$ cat config.mk
export PLATFORM = sky130hd
export DESIGN_NAME = btn_led_mode_ctrl_flat
export DESIGN_NICKNAME = d
export VERILOG_FILES = /design/src/rtl/btn_led_pkg.sv /design/src/rtl/btn_led_mode_ctrl_if.sv /design/src/rtl/btn_debounce.sv /design/src/rtl/btn_led_mode_ctrl.sv /design/src/flat_wrapper.sv
export SDC_FILE = /design/constraint.sdc
export NUM_CORES = 1
export LEC_CHECK = 0
export BUFFER_PORTS_ARGS = -buffer_cell sky130_fd_sc_hd__buf_4
export CORE_MARGIN = 5
export CORE_UTILIZATION = 50
export DETAILED_ROUTE_END_ITERATION = 6
export PLACE_DENSITY_LB_ADDON = 0.15
export SYNTH_ARGS = -nofsm -noshare
export SYNTH_HDL_FRONTEND = slang
export SYNTH_HIERARCHICAL = 1
export SYNTH_SLANG_ARGS = --single-unit
$ cat constraint.sdc
create_clock -name sysclk -period 1.85 [get_ports sysclk]
set_input_delay 0.37 -clock sysclk [delete_from_list [all_inputs] [get_ports sysclk]]
set_output_delay 0.37 -clock sysclk [all_outputs]
set_load 0.01 [all_outputs]
$ cat src/rtl/btn_led_pkg.sv
// Shared types and defaults for the push-button LED mode controller.
package btn_led_pkg;

    typedef enum logic [1:0] {
        MODE_OFF   = 2'b00,
        MODE_ON    = 2'b01,
        MODE_BLINK = 2'b10
    } mode_t;

    localparam int unsigned DEBOUNCE_CYCLES_DEF   = 120000;
    localparam int unsigned BLINK_HALF_PERIOD_DEF = 6000000;

    // Counter width for a modulus n, never narrower than one bit.
    function automatic int unsigned cnt_w(input int unsigned n);
        return (n > 1) ? $clog2(n) : 1;
    endfunction

endpackage

$ cat src/rtl/btn_led_mode_ctrl_if.sv
// Board-side signals: raw buttons in, LEDs out.
interface btn_led_mode_ctrl_if;

    logic [1:0] btn;
    logic [1:0] led;

    modport master (output btn, input led);
    modport slave  (input btn, output led);

endinterface

$ cat src/rtl/btn_debounce.sv
// Two-flop synchronizer, stable-level debouncer and press pulse for one button.
module btn_debounce
    import btn_led_pkg::*;
#(
    parameter int unsigned DEBOUNCE_CYCLES = DEBOUNCE_CYCLES_DEF
) (
    input  logic clk,
    input  logic rst_n,
    input  logic btn_i,
    output logic press_o
);

    localparam int unsigned CW = cnt_w(DEBOUNCE_CYCLES);

    logic          meta_q, sync_q;
    logic          stable_q, stable_d;
    logic          stable_dly_q;
    logic          press_q, press_d;
    logic [CW-1:0] cnt_q, cnt_d;

    always_comb begin
        cnt_d    = '0;
        stable_d = stable_q;
        if (sync_q != stable_q) begin
            if (cnt_q == CW'(DEBOUNCE_CYCLES - 1)) begin
                stable_d = sync_q;
            end else begin
                cnt_d = cnt_q + 1'b1;
            end
        end
        press_d = stable_q & ~stable_dly_q;
    end

    always_ff @(posedge clk or negedge rst_n) begin
        if (!rst_n) begin
            meta_q       <= 1'b0;
            sync_q       <= 1'b0;
            stable_q     <= 1'b0;
            stable_dly_q <= 1'b0;
            press_q      <= 1'b0;
            cnt_q        <= '0;
        end else begin
            meta_q       <= btn_i;
            sync_q       <= meta_q;
            stable_q     <= stable_d;
            stable_dly_q <= stable_q;
            press_q      <= press_d;
            cnt_q        <= cnt_d;
        end
    end

    assign press_o = press_q;

endmodule

$ cat src/rtl/btn_led_mode_ctrl.sv
// Debounced STEP/CLEAR buttons drive an OFF/ON/BLINK LED mode machine.
module btn_led_mode_ctrl
    import btn_led_pkg::*;
#(
    parameter int unsigned DEBOUNCE_CYCLES   = DEBOUNCE_CYCLES_DEF,
    parameter int unsigned BLINK_HALF_PERIOD = BLINK_HALF_PERIOD_DEF
) (
    input logic                sysclk,
    input logic                rst_n,
    btn_led_mode_ctrl_if.slave bus
);

    localparam int unsigned BW = cnt_w(BLINK_HALF_PERIOD);

    logic          press_step, press_clr;
    mode_t         mode_q, mode_d;
    logic [BW-1:0] bcnt_q, bcnt_d;
    logic          phase_q, phase_d;

    btn_debounce #(.DEBOUNCE_CYCLES(DEBOUNCE_CYCLES)) u_step (
        .clk     (sysclk),
        .rst_n   (rst_n),
        .btn_i   (bus.btn[0]),
        .press_o (press_step)
    );

    btn_debounce #(.DEBOUNCE_CYCLES(DEBOUNCE_CYCLES)) u_clr (
        .clk     (sysclk),
        .rst_n   (rst_n),
        .btn_i   (bus.btn[1]),
        .press_o (press_clr)
    );

    always_comb begin
        mode_d = MODE_OFF;
        case (mode_q)
            MODE_OFF:   mode_d = press_step ? MODE_ON    : MODE_OFF;
            MODE_ON:    mode_d = press_step ? MODE_BLINK : MODE_ON;
            MODE_BLINK: mode_d = press_step ? MODE_OFF   : MODE_BLINK;
            default:    mode_d = MODE_OFF;
        endcase
        if (press_clr) begin
            mode_d = MODE_OFF;
        end
    end

    // Blink restarts lit on every entry so each BLINK visit looks the same.
    always_comb begin
        bcnt_d  = '0;
        phase_d = 1'b0;
        if (mode_d == MODE_BLINK) begin
            if (mode_q != MODE_BLINK) begin
                phase_d = 1'b1;
            end else if (bcnt_q == BW'(BLINK_HALF_PERIOD - 1)) begin
                phase_d = ~phase_q;
            end else begin
                bcnt_d  = bcnt_q + 1'b1;
                phase_d = phase_q;
            end
        end
    end

    always_ff @(posedge sysclk or negedge rst_n) begin
        if (!rst_n) begin
            mode_q  <= MODE_OFF;
            bcnt_q  <= '0;
            phase_q <= 1'b0;
        end else begin
            mode_q  <= mode_d;
            bcnt_q  <= bcnt_d;
            phase_q <= phase_d;
        end
    end

    assign bus.led[0] = (mode_q == MODE_ON) |
                        ((mode_q == MODE_BLINK) & phase_q);
    assign bus.led[1] = (mode_q != MODE_OFF);

endmodule

$ cat src/flat_wrapper.sv
// flat-port wrapper written by rule: the top's interface ports become plain ports
module btn_led_mode_ctrl_flat import btn_led_pkg::*;
#(
    parameter int unsigned DEBOUNCE_CYCLES   = DEBOUNCE_CYCLES_DEF,
    parameter int unsigned BLINK_HALF_PERIOD = BLINK_HALF_PERIOD_DEF
)
  (sysclk, rst_n, bus_btn, bus_led);
  btn_led_mode_ctrl_if bus_i ();
  input logic sysclk;
  input logic rst_n;
  input wire logic [$bits(bus_i.btn)-1:0] bus_btn;
  output wire logic [$bits(bus_i.led)-1:0] bus_led;
  assign bus_i.btn = bus_btn;
  assign bus_led = bus_i.led;
  btn_led_mode_ctrl #(.DEBOUNCE_CYCLES(DEBOUNCE_CYCLES), .BLINK_HALF_PERIOD(BLINK_HALF_PERIOD)) u_core (.sysclk(sysclk), .rst_n(rst_n), .bus(bus_i));
endmodule
==> results_dict.tcl, run 1 <==
set metrics [dict create \
    status "finished, violations left" \
    violations "setup timing" \
    synth-edff-count 0 \
    worst_pin_slew_ns 0.372 \
    first_iter_violations 68 \
    worstSetupStartpointType "flop" \
    yosysTopAreaCellShare 0.513 \
    die_w_um 92.6 \
    clock_sinks 70 \
    fmax_mhz 492 \
    crit_slowest_cell "or4b_4" \
    drive_above_1_share 0.207 \
    crit_buf_inv 0 \
    area_delta_synth_final_pct 15.4 \
    synthArstFlopShare 1.00 \
    synth_area_um2 3410 \
    finalHoldViolCount 0 \
    timing.final.ws_setup_ns -0.181 \
    wl_um 6170 \
    cts_max_level 3 \
    die_h_um 92.6 \
    cts_tree "yes" \
    root_buffer "clkbuf_8" \
    max-slew-margin-rel 0.750 \
    ys_ff_latch 70 \
    cts_hold_buf 0 \
    wl_per_cell_um 13.8 \
    critPathArrivalTime_ns 2.25 \
    ys_top_cells_by_count "dfrtp_1 (70), nor2_1 (56), xnor2_1 (25)" \
    io_buffers 5 \
    core_um2 6720 \
    final.setup_skew_ns 0.00817 \
    path_cells "or4b_4 -> or4_4 -> o21bai_4 -> mux2_4" \
    start_util 0.508 \
    final_nets 370 \
    clk-insertion-delay-late_ns 0.33 \
    ant_nets 0 \
    synth_area_leader_cell "dfrtp_1" \
    drc_errors 0 \
    cpPeakStageDelay_ns 0.54 \
    clkTransAtPathRegs_ns 0.07 \
    syn_area_per_cell_um2 10.4 \
    setup_viol 22 \
    critPathKind "flop to flop" \
    hold-worst-slack_ns 0.0303 \
    via_per_inst 5.40 \
    p_leak_nw 1.62 \
    antenna_found_initial 0 \
    synth_cell_type_count 41 \
    first_pass_iters 6 \
    grt_setup_unrepaired "yes" \
    synth.most_common_cell "dfrtp_1" \
    synth_area_leaders "dfrtp_1 (51%), xnor2_1 (6.4%), nor2_1 (6.2%)" \
    routabilityCongestion 0.805 \
    period_minus_slack_ns 2.03 \
    die-area_um2 8580 \
    clockBufferDepth 2 \
    numCtsBuffers 9 \
    drv_cap 0 \
    grt_max_degree 71 \
    worstPathRequired_ns 2.07 \
    ys.flop_type "dfrtp_1" \
    finalNonFillerCells 447 \
    end_kind "flop" \
    syn-num-nets 335 \
    num_vias 2414 \
    antenna_cells 0 \
    critical_path.top_delay_family "simple AND/OR/NAND/NOR gates" \
    timing.final.crit_share 1.10 \
    grt_first_pass_wirelength_um 10800 \
    min_path_type "input port to asynchronous set/reset pin" \
    synthCells 328 \
    yosysWarningCount 6 \
    track_usage 0.158 \
    ir_drop_mv 0.365 \
    p_per_area_nw_per_um2 720 \
    grt_pass1_vias 2416 \
    ys_seq_area_frac 0.513 \
    dp_hpwl_um 4230 \
    ioPinCount 6 \
    fillers 584 \
    place_inst 429 \
    slew_violations 0 \
    gr-total-overflow 0 \
    num_rows 30 \
    crit_path_max_fanout 3 \
]
-- metal layers --
layer | GRT usage | up-vias | wire [um]
met3 | 0.0301 | 9 | 120
met5 | 0 | - | 0
met1 | 0.214 | 1173 | 3010
met2 | 0.250 | 18 | 2940
li1 | - | 1214 | -
met4 | 0.0659 | 0 | 93
-- logic make-up (layout without fill, tap and decap cells) --
| family | count (synthesis) | count (layout) | synth area share |
|---|---|---|---|
| simple gates | 160 | 160 | 0.257 |
| flops | 70 | 70 | 0.513 |
| xor+xnor | 44 | 44 | 0.113 |
| compound gates | 26 | 26 | 0.0608 |
| buf+inv | 22 | 61 | 0.0348 |
| fa+ha+maj | 3 | 3 | 0.0110 |
| mux | 3 | 3 | 0.0110 |
-- cell usage in the layout (no fill, tap or decap), types with 3 or more instances in the layout --
cell      count
a21oi_2       7
and2_1        3
and4_1        6
buf_4        32
clkbuf_8     10
dfrtp_1      70
ha_1          3
inv_1        11
nand2_1      13
nand3_1      15
nand4_1      22
nor2_1       56
nor2b_1       3
nor3_1        9
nor4_1        6
o21ai_0       5
o31ai_1       3
or3_1         8
or4_1         4
xnor2_1      25
xor2_1       19
-- power breakdown --
| part | total (W) | switching (W) | internal [W] |
|---|---|---|---|
| logic | 0.0000832 | 0.0000538 | 0.0000293 |
| registers | 0.00156 | 0.0000136 | 0.00154 |
| clock network | 0.00120 | 0.000548 | 0.000648 |
-- repair_timing --
action | in CTS | in global routing
cloned | 0 | 0
setup buffers | 2 | 1
setup endpoints to repair | 21 | 22
resized for setup | 2 | 1
-- metrics by stage --
step           setup TNS (ns)  instance area (um^2)   util  setup slack, ns  total power [W]
6_report                -3.05                  3940  0.586           -0.181          0.00284
2_1_floorplan           -1.65                  3440      -           -0.189          0.00162
4_1_cts                 -3.19                  3930  0.585           -0.190          0.00288
5_1_grt                 -5.07                  3940  0.586           -0.259          0.00296
3_5_place_dp            -3.48                  3720  0.553           -0.208          0.00167
3_3_place_gp            -2.93                  3720  0.553           -0.180          0.00167
-- worst reg2reg max path, stage by stage, from the launching register on --
cell	delay, ns
dfrtp_1	0.38
or4b_4	0.54
or4_4	0.54
o21bai_4	0.17
mux2_4	0.31
-- worst paths after layout --
check                                     from               endpoint  slack (ns)  cells past startpoint
setup / recovery             u_core/bcnt_q[18]         u_core/phase_q       -0.18                      4
hold / removal                           rst_n      u_core/bcnt_q[20]        0.03                      2
setup reg to reg             u_core/bcnt_q[18]         u_core/phase_q       -0.18                      4
hold reg to reg            u_core/u_clr/meta_q    u_core/u_clr/sync_q        0.35                      0
max in group asynchronous                rst_n  u_core/u_clr/cnt_q[4]        1.52                      2
min in group sysclk                 bus_btn[1]    u_core/u_clr/meta_q        0.14                      1
-- flip-flops by register name, indices dropped and copies added, names as in the netlist --
| signal | count |
|---|---|
| u_core/bcnt_q | 23 |
| u_core/mode_q | 2 |
| u_core/phase_q | 1 |
| u_core/u_clr/cnt_q | 17 |
| u_core/u_clr/meta_q | 1 |
| u_core/u_clr/press_o | 1 |
| u_core/u_clr/stable_dly_q | 1 |
| u_core/u_clr/stable_q | 1 |
| u_core/u_clr/sync_q | 1 |
| u_core/u_step/cnt_q | 17 |
| u_core/u_step/meta_q | 1 |
| u_core/u_step/press_o | 1 |
| u_core/u_step/stable_dly_q | 1 |
| u_core/u_step/stable_q | 1 |
| u_core/u_step/sync_q | 1 |
-- cell type report --
class,instances,area (um^2),share of cell area
Timing Repair Buffer,35,283,0.0718
Clock buffer,11,141,0.0359
Multi-Input combinational cell,236,1570,0.400
Inverter,11,41.3,0.0105
Sequential cell,70,1750,0.445
Tap cell,80,100,0.0254
Clock inverter,4,47.5,0.0121
(Power assumes the default switching activity.)
==> run 2: changes to the inputs <==
==> constraint.sdc (replaced) <==
create_clock -name sysclk -period 1.65 [get_ports sysclk]
set_input_delay 0.33 -clock sysclk [delete_from_list [all_inputs] [get_ports sysclk]]
set_output_delay 0.33 -clock sysclk [all_outputs]
set_load 0.01 [all_outputs]
==> results_dict.tcl, run 2 (synthesis results as in run 1) <==
set metrics [dict create \
    worst_pin_slew_ns 0.435 \
    final.setup_skew_ns 0.00739 \
    antenna_cells 0 \
    p_leak_nw 1.82 \
    final_nets 408 \
    dp_hpwl_um 4690 \
    worstPathRequired_ns 1.87 \
    cts_tree "yes" \
    p_seq_frac 0.533 \
    clkTransAtPathRegs_ns 0.07 \
    first_pass_iters 4 \
    ioPinCount 6 \
    die_h_um 92.6 \
    switchingPower_w 0.000717 \
    timing.final.ws_setup_ns -0.398 \
    ir_drop_mv 0.525 \
    root_buffer "clkbuf_8" \
    comb_power_share 0.037 \
    r2r_end "u_core/phase_q" \
    area_delta_synth_final_pct 26.2 \
    critPathArrivalTime_ns 2.27 \
    core_um2 6720 \
    die-area_um2 8580 \
    critPathKind "flop to flop" \
    grt_pass1_vias 2559 \
    swShare 0.219 \
    clockBufferDepth 2 \
    fillers 550 \
    clock_sinks 70 \
    ant_nets 0 \
    num_rows 30 \
    io_buffers 5 \
    layout_commonest_cell "dfrtp_1" \
    clockPowerShare 0.430 \
    timing.final.crit_share 1.24 \
    reg2reg_from "u_core/bcnt_q[18]" \
    antenna_found_initial 0 \
    track_usage 0.171 \
    finalNonFillerCells 486 \
    hold_end "u_core/u_step/meta_q" \
    fmax_mhz 488 \
    status "finished, violations left" \
    largest_reg_flops 23 \
    ff2ff_path_depth 4 \
    p_per_area_nw_per_um2 760 \
    reg.largest.list "u_core/bcnt_q x23, u_core/u_clr/cnt_q x17, u_core/u_step/cnt_q x17" \
    hold_depth 1 \
    wl_um 6680 \
    max-slew-margin-rel 0.708 \
    drc_errors 0 \
    die_w_um 92.6 \
    violations "setup timing" \
    cts_max_level 3 \
    drv_cap 0 \
    numCtsBuffers 9 \
    end_kind "flop" \
    period_minus_slack_ns 2.05 \
    gr-total-overflow 0 \
    power.internal_w 0.00256 \
    worstSetupStartpointType "flop" \
    min_from "bus_btn[0]" \
    via_per_inst 5.38 \
    final_cell_mix "dfrtp_1 (70), buf_4 (63), nor2_1 (52), xnor2_1 (25), nand4_1 (22)" \
    slew_violations 0 \
    drive_above_1_share 0.308 \
    min_path_type "input port to flop" \
    finalHoldViolCount 0 \
    start_util 0.508 \
    grt_first_pass_wirelength_um 11600 \
    hold-worst-slack_ns 0.0998 \
    clk-insertion-delay-late_ns 0.34 \
    place_inst 460 \
    crit_path_max_fanout 3 \
    routabilityCongestion 0.794 \
    grt_max_degree 34 \
    regMostFlops "u_core/bcnt_q" \
    wl_per_cell_um 13.7 \
    setup_viol 22 \
    grt_setup_unrepaired "yes" \
    first_iter_violations 70 \
    num_vias 2615 \
    r2r_setup_slack_ns -0.40 \
]
-- run 2: metal layers --
metal | global-route usage | part of all wire | vias to the layer above
met2 | 0.279 | 0.50 | 26
li1 | - | - | 1294
met1 | 0.217 | 0.46 | 1287
met5 | 0 | 0 | -
met3 | 0.0325 | 0.023 | 8
met4 | 0.0855 | 0.016 | 0
-- run 2: worst max-delay path by stage --
stage / from / to / slack [ns]
6_report: u_core/bcnt_q[18] / u_core/phase_q / -0.40
5_1_grt: u_core/bcnt_q[12] / u_core/bcnt_q[10] / -0.46
4_1_cts: u_core/bcnt_q[18] / u_core/phase_q / -0.41
3_5_place_dp: u_core/bcnt_q[12] / u_core/phase_q / -0.39
3_3_place_gp: u_core/bcnt_q[18] / u_core/phase_q / -0.37
2_1_floorplan: u_core/bcnt_q[12] / u_core/phase_q / -0.39
-- run 2: power groups by stage --
stage	registers (W)	clock network, W	logic, W
2_1_floorplan	0.00178	0	0.0000397
3_3_place_gp	0.00178	0	0.000108
3_5_place_dp	0.00178	0	0.000111
4_1_cts	0.00174	0.00145	0.000114
5_1_grt	0.00175	0.00153	0.000141
6_report	0.00175	0.00141	0.000121
-- run 2: repair_timing --
action / in CTS / in global routing
pin swaps: 0 / 7
gates cloned: 1 / 0
endpoints found under the setup margin: 23 / 55
setup buffers: 1 / 7
hold buffers: 1 / 0
resized for setup: 4 / 19
endpoints found under the hold margin: 30 / 0
-- run 2: through the flow --
| step | cell area [um^2] | utilization | total power (W) | worst slack, ns | setup TNS (ns) |
|---|---|---|---|---|---|
| 3_3_place_gp | 3950 | 0.588 | 0.00189 | -0.374 | -7.28 |
| 3_5_place_dp | 3950 | 0.588 | 0.00189 | -0.385 | -7.61 |
| 6_report | 4310 | 0.641 | 0.00328 | -0.398 | -8.31 |
| 4_1_cts | 4190 | 0.623 | 0.00331 | -0.407 | -8.51 |
| 5_1_grt | 4310 | 0.641 | 0.00342 | -0.459 | -9.95 |
| 2_1_floorplan | 3440 | - | 0.00182 | -0.389 | -5.99 |
-- run 2: area by class of cell --
| type | instances | area, um^2 | area share |
|---|---|---|---|
| Clock buffer | 12 | 155 | 0.0360 |
| Clock inverter | 4 | 45.0 | 0.0105 |
| Inverter | 11 | 41.3 | 0.00958 |
| Multi-Input combinational cell | 236 | 1620 | 0.377 |
| Sequential cell | 70 | 1750 | 0.407 |
| Tap cell | 80 | 100 | 0.0232 |
| Timing Repair Buffer | 73 | 593 | 0.138 |
-- run 2: worst max-delay path, stage by stage (launching register included) --
cell and delay [ns]:
dfrtp_1 0.39, or4b_4 0.54, or4_4 0.54, o21bai_4 0.17, mux2_4 0.31
==> run 3: changes to the inputs <==
--- a/config.mk
+++ b/config.mk
@@ -6,6 +6,7 @@
 export NUM_CORES = 1
 export LEC_CHECK = 0
 export BUFFER_PORTS_ARGS = -buffer_cell sky130_fd_sc_hd__buf_4
+export CORE_ASPECT_RATIO = 1.5
 export CORE_MARGIN = 5
 export CORE_UTILIZATION = 50
 export DETAILED_ROUTE_END_ITERATION = 6
==> results_dict.tcl, run 3 (synthesis results as in run 1) <==
set metrics [dict create \
    max-slew-margin-rel 0.749 \
    dp_hpwl_um 4940 \
    track_usage 0.176 \
    drive_above_1_share 0.310 \
    slew_violations 0 \
    io_buffers 5 \
    min_path_type "input port to flop" \
    p_per_area_nw_per_um2 807 \
    core_um2 6760 \
    grt_pass1_vias 2692 \
    timing.final.crit_share 1.26 \
    crit_slowest_cell "or4_4" \
    num_vias 2577 \
    drv_cap 0 \
    clock_sinks 70 \
    r2r_end "u_core/bcnt_q[16]" \
    status "finished, violations left" \
    p_leak_nw 1.83 \
    ff2ff_path_depth 6 \
    ant_nets 0 \
    cts_tree "yes" \
    regArea_um2 1750 \
    first_pass_iters 4 \
    numCtsBuffers 9 \
    die_w_um 77.5 \
    hold_end "u_core/u_clr/meta_q" \
    clockBufferDepth 2 \
    die-area_um2 8620 \
    clk-insertion-delay-late_ns 0.34 \
    final_nets 405 \
    routabilityCongestion 0.795 \
    end_kind "flop" \
    finalNonFillerCells 481 \
    crit_path_max_fanout 10 \
    largest_reg_flops 23 \
    fmax_mhz 482 \
    reg.largest.list "u_core/bcnt_q x23, u_core/u_clr/cnt_q x17, u_core/u_step/cnt_q x17" \
    area_delta_synth_final_pct 28.5 \
    root_buffer "clkbuf_8" \
    layout_commonest_cell "dfrtp_1" \
    dpl_cell_area_um2 3960 \
    antenna_cells 0 \
    wl_per_cell_um 14.4 \
    fillers 553 \
    first_iter_violations 88 \
    num_rows 37 \
    drc_errors 0 \
    path_cells "or4_4 -> or4_4 -> o21bai_4 -> buf_12 -> buf_16 -> a21oi_2" \
    reg2reg_from "u_core/bcnt_q[12]" \
    timing.final.ws_setup_ns -0.424 \
    finalInstanceArea_um2 4390 \
    critPathArrivalTime_ns 2.30 \
    worst_pin_slew_ns 0.373 \
    worstSetupStartpointType "flop" \
    critPathKind "flop to flop" \
    regMostFlops "u_core/bcnt_q" \
    clkTransAtPathRegs_ns 0.08 \
    gr-total-overflow 0 \
    ioPinCount 6 \
    hold_depth 1 \
    wl_um 6910 \
    min_from "bus_btn[1]" \
    final.setup_skew_ns 0.00800 \
    violations "setup timing" \
    finalHoldViolCount 0 \
    grt_setup_unrepaired "yes" \
    antenna_found_initial 0 \
    ir_drop_mv 0.584 \
    hold-worst-slack_ns 0.0891 \
    setup_viol 22 \
    crit_path_frequent_cell "or4_4" \
    r2r_setup_slack_ns -0.42 \
    worstPathRequired_ns 1.88 \
    via_per_inst 5.36 \
    period_minus_slack_ns 2.07 \
    start_util 0.505 \
    final_cell_mix "dfrtp_1 (70), buf_4 (61), nor2_1 (48), xnor2_1 (25), nand4_1 (22)" \
    die_h_um 111 \
    multiInputGateArea_um2 1650 \
    cpPeakStageDelay_ns 0.56 \
    grt_max_degree 35 \
    grt_first_pass_wirelength_um 12200 \
    cts_max_level 3 \
    place_inst 458 \
]
run 3: worst max path at each step:
stage	to	cells after the start	slack [ns]	startpoint
5_1_grt	u_core/bcnt_q[19]	6	-0.47	u_core/bcnt_q[12]
4_1_cts	u_core/bcnt_q[16]	6	-0.42	u_core/bcnt_q[12]
3_3_place_gp	u_core/phase_q	4	-0.41	u_core/bcnt_q[12]
6_report	u_core/bcnt_q[16]	6	-0.42	u_core/bcnt_q[12]
2_1_floorplan	u_core/phase_q	4	-0.39	u_core/bcnt_q[12]
3_5_place_dp	u_core/phase_q	4	-0.43	u_core/bcnt_q[12]
run 3: power by group:
group          leakage [nW]  switching, W  internal [W]
combinational         0.742     0.0000708     0.0000456
clock                 0.120      0.000670       0.00101
sequential            0.964     0.0000132       0.00173
total                  1.83      0.000754       0.00279
run 3: repair_timing:
item / 4_1_cts / 5_1_grt
hold buffers: 1 / 0
endpoints found under the setup margin: 23 / 42
buffers inserted: 2 / 3
pin swaps: 2 / 11
cloned: 1 / 0
resized for setup: 3 / 23
hold endpoints to repair: 24 / 0
run 3: final cells by class:
class	instances	share of cell area
Multi-Input combinational cell	236	0.377
Inverter	11	0.00941
Clock inverter	7	0.0274
Timing Repair Buffer	70	0.137
Tap cell	78	0.0222
Clock buffer	9	0.0282
Sequential cell	70	0.399
run 3: layer usage:
metal	vias to the layer above	global-route usage	share of wire
met2	17	0.302	0.54
met1	1270	0.214	0.43
met5	-	0	0
met3	9	0.0366	0.022
li1	1281	-	-
met4	0	0.0654	0.014
run 3: worst max-delay path: cells and delay by family, from the launching register on:
kind | cells | cell delay [ns]
compound gates | 2 | 0.22
simple gates | 2 | 1.09
buf+inv | 2 | 0.27
flops | 1 | 0.38
run 3: through the flow:
step / worst slack [ns] / utilization / power, W / setup TNS (ns)
floorplan: -0.389 / - / 0.00182 / -5.99
global placement: -0.410 / 0.586 / 0.00188 / -7.46
detailed placement: -0.433 / 0.586 / 0.00189 / -8.15
CTS: -0.424 / 0.633 / 0.00358 / -9.18
global route: -0.475 / 0.649 / 0.00369 / -10.83
finish: -0.424 / 0.649 / 0.00354 / -9.16
